### src/rtl/svc_rv_trace_pkg.sv
// Shared types for the RVFI retire-trace capture stage: the captured record,
// serializer states and the meta-beat bit layout.
package svc_rv_trace_pkg;

    typedef struct packed {
        logic [31:0] pc;
        logic [31:0] insn;
        logic [31:0] wdata;
        logic        trap;
        logic        drop;
        logic [4:0]  rd;
        logic [24:0] order25;
    } trace_rec_t;

    typedef enum logic [2:0] {
        ST_IDLE  = 3'd0,
        ST_BEAT0 = 3'd1,
        ST_BEAT1 = 3'd2,
        ST_BEAT2 = 3'd3,
        ST_BEAT3 = 3'd4
    } trace_state_t;

    localparam int META_TRAP_BIT  = 31;
    localparam int META_DROP_BIT  = 30;
    localparam int META_RD_LSB    = 25;
    localparam int META_ORDER_LSB = 0;

    function automatic logic [31:0] meta_word(input trace_rec_t r);
        logic [31:0] m;
        m = '0;
        m[META_TRAP_BIT]           = r.trap;
        m[META_DROP_BIT]           = r.drop;
        m[META_RD_LSB +: 5]        = r.rd;
        m[META_ORDER_LSB +: 25]    = r.order25;
        return m;
    endfunction

endpackage

### src/rtl/svc_sync_fifo.sv
// First-word-fall-through synchronous FIFO. Also exposes the entry behind the
// head so a consumer can preload the next record in the same cycle it pops.
module svc_sync_fifo #(
    parameter int WIDTH = 8,
    parameter int DEPTH = 8
) (
    input  logic                     clk,
    input  logic                     rst_n,
    input  logic                     push,
    input  logic [WIDTH-1:0]         wr_data,
    input  logic                     pop,
    output logic [WIDTH-1:0]         rd_data,
    output logic [WIDTH-1:0]         rd_data_next,
    output logic                     full,
    output logic                     empty,
    output logic [$clog2(DEPTH):0]   count
);
    localparam int AW = $clog2(DEPTH);

    logic [WIDTH-1:0] mem [DEPTH];
    logic [AW-1:0]    wr_ptr;
    logic [AW-1:0]    rd_ptr;
    logic [AW-1:0]    rd_ptr_nx;
    logic             do_push;
    logic             do_pop;

    assign do_push   = push && !full;
    assign do_pop    = pop && !empty;
    assign rd_ptr_nx = rd_ptr + 1'b1;
    assign full      = (count == (AW+1)'(DEPTH));
    assign empty     = (count == '0);
    assign rd_data      = mem[rd_ptr];
    assign rd_data_next = mem[rd_ptr_nx];

    always_ff @(posedge clk or negedge rst_n) begin
        if (!rst_n) begin
            wr_ptr <= '0;
            rd_ptr <= '0;
            count  <= '0;
        end else begin
            if (do_push) wr_ptr <= wr_ptr + 1'b1;
            if (do_pop)  rd_ptr <= rd_ptr_nx;
            case ({do_push, do_pop})
                2'b10:   count <= count + 1'b1;
                2'b01:   count <= count - 1'b1;
                default: count <= count;
            endcase
        end
    end

    // Storage is deliberately not reset; only the pointers define validity.
    always_ff @(posedge clk) begin
        if (do_push) mem[wr_ptr] <= wr_data;
    end

endmodule

### src/rtl/svc_rv_trace.sv
// Retire-trace capture: snapshots RVFI retirements into a record FIFO and
// streams each record as four 32-bit beats; overflow records are dropped and counted.
//
// state | meaning
// IDLE  | no record presented, m_valid low
// BEAT0 | presenting pc
// BEAT1 | presenting insn
// BEAT2 | presenting rd write data
// BEAT3 | presenting meta word, m_last high; handshake pops the record
module svc_rv_trace
    import svc_rv_trace_pkg::*;
#(
    parameter int DEPTH = 8,
    parameter int CW    = 16
) (
    input  logic          clk,
    input  logic          rst_n,
    input  logic          en,
    input  logic          rvfi_valid,
    input  logic [63:0]   rvfi_order,
    input  logic [31:0]   rvfi_pc_rdata,
    input  logic [31:0]   rvfi_insn,
    input  logic [4:0]    rvfi_rd_addr,
    input  logic [31:0]   rvfi_rd_wdata,
    input  logic          rvfi_trap,
    output logic          m_valid,
    input  logic          m_ready,
    output logic [31:0]   m_data,
    output logic          m_last,
    input  logic          clr_drops,
    output logic [CW-1:0] drop_count
);
    localparam int AW = $clog2(DEPTH);
    localparam int RW = $bits(trace_rec_t);

    trace_state_t     state;
    trace_rec_t       in_rec;
    trace_rec_t       head;
    trace_rec_t       head_next;
    trace_rec_t       next_rec;
    logic [RW-1:0]    fifo_rd;
    logic [RW-1:0]    fifo_rd_next;
    logic             fifo_full;
    logic             fifo_empty;
    logic [AW:0]      fifo_count;
    logic             capture;
    logic             push;
    logic             drop;
    logic             pop;
    logic             more;
    logic             drop_pending;
    logic             order_unused;

    assign capture = en && rvfi_valid;
    assign push    = capture && !fifo_full;
    assign drop    = capture && fifo_full;
    assign pop     = m_valid && m_ready && (state == ST_BEAT3);

    assign order_unused = ^rvfi_order[63:25];

    always_comb begin
        in_rec         = '0;
        in_rec.pc      = rvfi_pc_rdata;
        in_rec.insn    = rvfi_insn;
        in_rec.wdata   = rvfi_rd_wdata;
        in_rec.trap    = rvfi_trap;
        in_rec.drop    = drop_pending;
        in_rec.rd      = rvfi_rd_addr;
        in_rec.order25 = rvfi_order[24:0];
    end

    assign head      = trace_rec_t'(fifo_rd);
    assign head_next = trace_rec_t'(fifo_rd_next);

    // After popping a single-entry FIFO, the only follow-on record is the one being pushed now.
    assign more     = (fifo_count > (AW+1)'(1)) || push;
    assign next_rec = (fifo_count > (AW+1)'(1)) ? head_next : in_rec;

    svc_sync_fifo #(
        .WIDTH (RW),
        .DEPTH (DEPTH)
    ) u_fifo (
        .clk          (clk),
        .rst_n        (rst_n),
        .push         (push),
        .wr_data      (in_rec),
        .pop          (pop),
        .rd_data      (fifo_rd),
        .rd_data_next (fifo_rd_next),
        .full         (fifo_full),
        .empty        (fifo_empty),
        .count        (fifo_count)
    );

    always_ff @(posedge clk or negedge rst_n) begin
        if (!rst_n) begin
            drop_pending <= 1'b0;
            drop_count   <= '0;
        end else begin
            if (drop)      drop_pending <= 1'b1;
            else if (push) drop_pending <= 1'b0;

            if (drop) begin
                if (clr_drops)        drop_count <= CW'(1);
                else if (!(&drop_count)) drop_count <= drop_count + CW'(1);
            end else if (clr_drops) begin
                drop_count <= '0;
            end
        end
    end

    always_ff @(posedge clk or negedge rst_n) begin
        if (!rst_n) begin
            state   <= ST_IDLE;
            m_valid <= 1'b0;
            m_data  <= '0;
            m_last  <= 1'b0;
        end else begin
            case (state)
                ST_IDLE: begin
                    if (!fifo_empty) begin
                        state   <= ST_BEAT0;
                        m_valid <= 1'b1;
                        m_data  <= head.pc;
                        m_last  <= 1'b0;
                    end
                end
                ST_BEAT0: begin
                    if (m_ready) begin
                        state  <= ST_BEAT1;
                        m_data <= head.insn;
                    end
                end
                ST_BEAT1: begin
                    if (m_ready) begin
                        state  <= ST_BEAT2;
                        m_data <= head.wdata;
                    end
                end
                ST_BEAT2: begin
                    if (m_ready) begin
                        state  <= ST_BEAT3;
                        m_data <= meta_word(head);
                        m_last <= 1'b1;
                    end
                end
                ST_BEAT3: begin
                    if (m_ready) begin
                        m_last <= 1'b0;
                        if (more) begin
                            state  <= ST_BEAT0;
                            m_data <= next_rec.pc;
                        end else begin
                            state   <= ST_IDLE;
                            m_valid <= 1'b0;
                            m_data  <= '0;
                        end
                    end
                end
                default: begin
                    state   <= ST_IDLE;
                    m_valid <= 1'b0;
                    m_data  <= '0;
                    m_last  <= 1'b0;
                end
            endcase
        end
    end

endmodule
### config.mk
export PLATFORM = sky130hd
export DESIGN_NAME = svc_rv_trace
export DESIGN_NICKNAME = d
export VERILOG_FILES = /design/src/rtl/svc_rv_trace_pkg.sv /design/src/rtl/svc_sync_fifo.sv /design/src/rtl/svc_rv_trace.sv
export SDC_FILE = /design/constraint.sdc
export NUM_CORES = 1
export LEC_CHECK = 0
export ABC_AREA = 1
export ABC_CLOCK_PERIOD_IN_PS = 10260
export CAP_MARGIN = 15
export CELL_PAD_IN_SITES_DETAIL_PLACEMENT = 0
export CELL_PAD_IN_SITES_GLOBAL_PLACEMENT = 1
export CORE_MARGIN = 5
export CORE_UTILIZATION = 42
export DETAILED_ROUTE_END_ITERATION = 12
export HOLD_SLACK_MARGIN = 0.08
export PLACE_DENSITY_LB_ADDON = 0.2
export SYNTH_ARGS = -nofsm -noshare
export SYNTH_HDL_FRONTEND = slang
export SYNTH_HIERARCHICAL = 1
export SYNTH_SLANG_ARGS = --single-unit
### constraint.sdc
create_clock -name clk -period 10.26 [get_ports clk]
set_input_delay 1.026 -clock clk [delete_from_list [all_inputs] [get_ports clk]]
set_output_delay 1.026 -clock clk [all_outputs]
set_load 0.01 [all_outputs]
==> impl_metrics.ini <==
[placed_design]
place_congestion = 0.7924
hpwl_mm = 80.15
place_inst = 7432
place_ws_ps = 5638
io_buffers = 182
placedInstanceArea_um2 = 54750

[cells_and_area]
fin_nets = 6108
area_delta_synth_final_pct = 13.20
drive_gt1_share_pct = 4.164
nFillCells = 11430
final_cells = 7666
fin_area_um2 = 58680
fin_util_pct = 48.02

[worst_hold_path]
min_path_type = in2async

[power]
p_sw_mw = 6.708
leakage_nw = 27.13
vdd.ir_drop.worst_uv = 229.3
powerDensity_nw_per_um2 = 276.8
p_comb_share_pct = 40.2
p_int_mw = 9.536
p_clk_share_pct = 26.0
switching_share_pct = 41.30
p_seq_share_pct = 33.8

[drt]
first_iter_violations = 2778
drt-met1-wl_mm = 66.08
wire_per_inst_um = 19.45
antenna_left = 0
highest_layer = met5
firstDrtPassIters = 6
wl_met2_mm = 70.86
viasPerCell = 4.818
drc_errors = 0
dr_wl_met3_mm = 7.799
routed_wl_mm = 149.1
vias = 36930

[timing]
finalSetupViolCount = 0
rsz0062_at_grt = false
fin_ws_ps = 5728
period_minus_slack_ps = 4532
fmax_ghz = 0.2206
fin_crit_sh_pct = 44.17
holdWs_ps = 225.5
finalClockSkew_ps = 26.41
tightestPinTransition_ps = 1086
relSlewSlack_pct = 27.14
hold_viol = 0
slew_viol_final = 0

[global_route]
grt_max_degree = 171
antenna_found_initial = 24
track_usage_pct = 22.47
overflow = 0
first_global_vias = 34690
grt_pass1_wl_mm = 221.0

[floorplan]
num_rows = 128
die_h_um = 361.3
dieArea_um2 = 130500
core_area_um2 = 122200
io_pins = 222
start_util_pct = 42.42
die_x_um = 361.3

[clock_tree]
clockBufferDepth = 3
ctsHoldBuffers = 0
numCtsBuffers = 120
htreeDepth = 3
insertion_delay_ps = 730
post_cts_buffers = 0
cts_tree = yes
clkTransAtPathRegs_ps = 60
cts_sinks = 1088
cts_resized = 0
root_buffer = clkbuf_16

[synthesis]
synth_warnings = 6
syn_area_per_cell_um2 = 8.807
synth.net_count = 6064
syn-cell-area_um2 = 51830
netlist_instances = 5885

[setup_path]
cp.required_ps = 10850
cp_max_fo = 81
crit_type = reg2reg
cp-start-kind = register
cp-end-kind = register
cp.arrival_ps = 5130

[outcome]
outcome = finished, final reports clean

[run]
maxCapViolCount = 0
-- worst max-delay path: stages, from the launching register on --
cell and delay, ps:
dfrtp_4 920, buf_4 780, buf_4 840, buf_4 650, nand2_1 120, nand3_1 110, nand2_1 60, nand2_1 50
nand2_1 100, nand2_1 80, nand2_1 170, nor2_1 200, nand2_1 70, nand2_1 80, nand2_1 50
-- power groups by stage --
stage	Clock [mW]	Combinational, mW	Sequential, mW
floorplan	0	4.33	5.58
global placement	0	6.54	5.57
detailed placement	0	6.55	5.58
CTS	4.33	6.58	5.49
global route	4.51	7.26	5.52
finish	4.23	6.53	5.49
-- registers in the layout, indices dropped and copies added (netlist names) --
| register | flops |
|---|---|
| drop_count | 16 |
| drop_pending | 1 |
| m_data | 32 |
| m_last | 1 |
| m_valid | 1 |
| state | 3 |
| u_fifo/count | 4 |
| u_fifo/mem | 1024 |
| u_fifo/rd_ptr | 3 |
| u_fifo/wr_ptr | 3 |
-- cells in the final DEF (no fill, tap or decap), types with 2 or more instances in the layout --
master	n
bufinv_16	9
clkbuf_16	124
ha_1	5
clkinv_2	19
xor2_1	5
edfxtp_1	1024
buf_4	44
nand3_1	697
nor2_4	3
nand2_1	2585
xnor2_1	2
o21ai_1	11
o21ai_0	13
clkbuf_1	36
clkinv_1	19
clkbuf_8	9
clkinv_16	2
nor2_1	56
nand4_1	11
or2_2	2
inv_1	1066
diode_2	13
buf_12	8
clkdlybuf4s50_1	181
nor3_2	8
inv_8	2
inv_2	7
dfrtp_4	3
dfrtp_1	61
-- layer usage --
| metal | track usage [%] | vias up |
|---|---|---|
| li1 | - | 18320 |
| met1 | 30.43 | 17510 |
| met2 | 37.45 | 883 |
| met3 | 3.518 | 210 |
| met4 | 6.959 | 8 |
| met5 | 0 | - |
-- worst paths after layout --
check | from | to | slack (ps) | cells past startpoint
worst max register to register | u_fifo/rd_ptr[0]$_DFFE_PN0P_ | m_data[10]$_DFFE_PN0P_ | 5730 | 14
max in group asynchronous | rst_n | u_fifo/rd_ptr[1]$_DFFE_PN0P_ | 8970 | 2
min in group clk | m_data[7]$_DFFE_PN0P_ | m_data[7]$_DFFE_PN0P_ | 480 | 2
worst max-delay path | u_fifo/rd_ptr[0]$_DFFE_PN0P_ | m_data[10]$_DFFE_PN0P_ | 5730 | 14
worst min-delay path | rst_n | m_data[16]$_DFFE_PN0P_ | 230 | 1
worst min register to register | m_data[7]$_DFFE_PN0P_ | m_data[7]$_DFFE_PN0P_ | 480 | 2
-- layout make-up --
type,count,area (µm²),share of cell area (%)
Sequential cell,1088,32360,55.16
Multi-Input combinational cell,3409,13980,23.82
Inverter,1077,4076,6.947
Clock buffer,169,3362,5.730
Timing Repair Buffer,233,2302,3.924
Tap cell,1625,2033,3.465
Clock inverter,52,529.3,0.9020
Antenna cell,13,32.53,0.05544
-- stage by stage --
step	total power, mW	setup TNS (ps)
after floorplan	9.908	-683970
after global placement	12.12	0
after detailed placement	12.13	0
after CTS	16.40	0
after global routing	17.29	0
final	16.24	0
No activity file was read; power rests on OpenSTA's default activity.
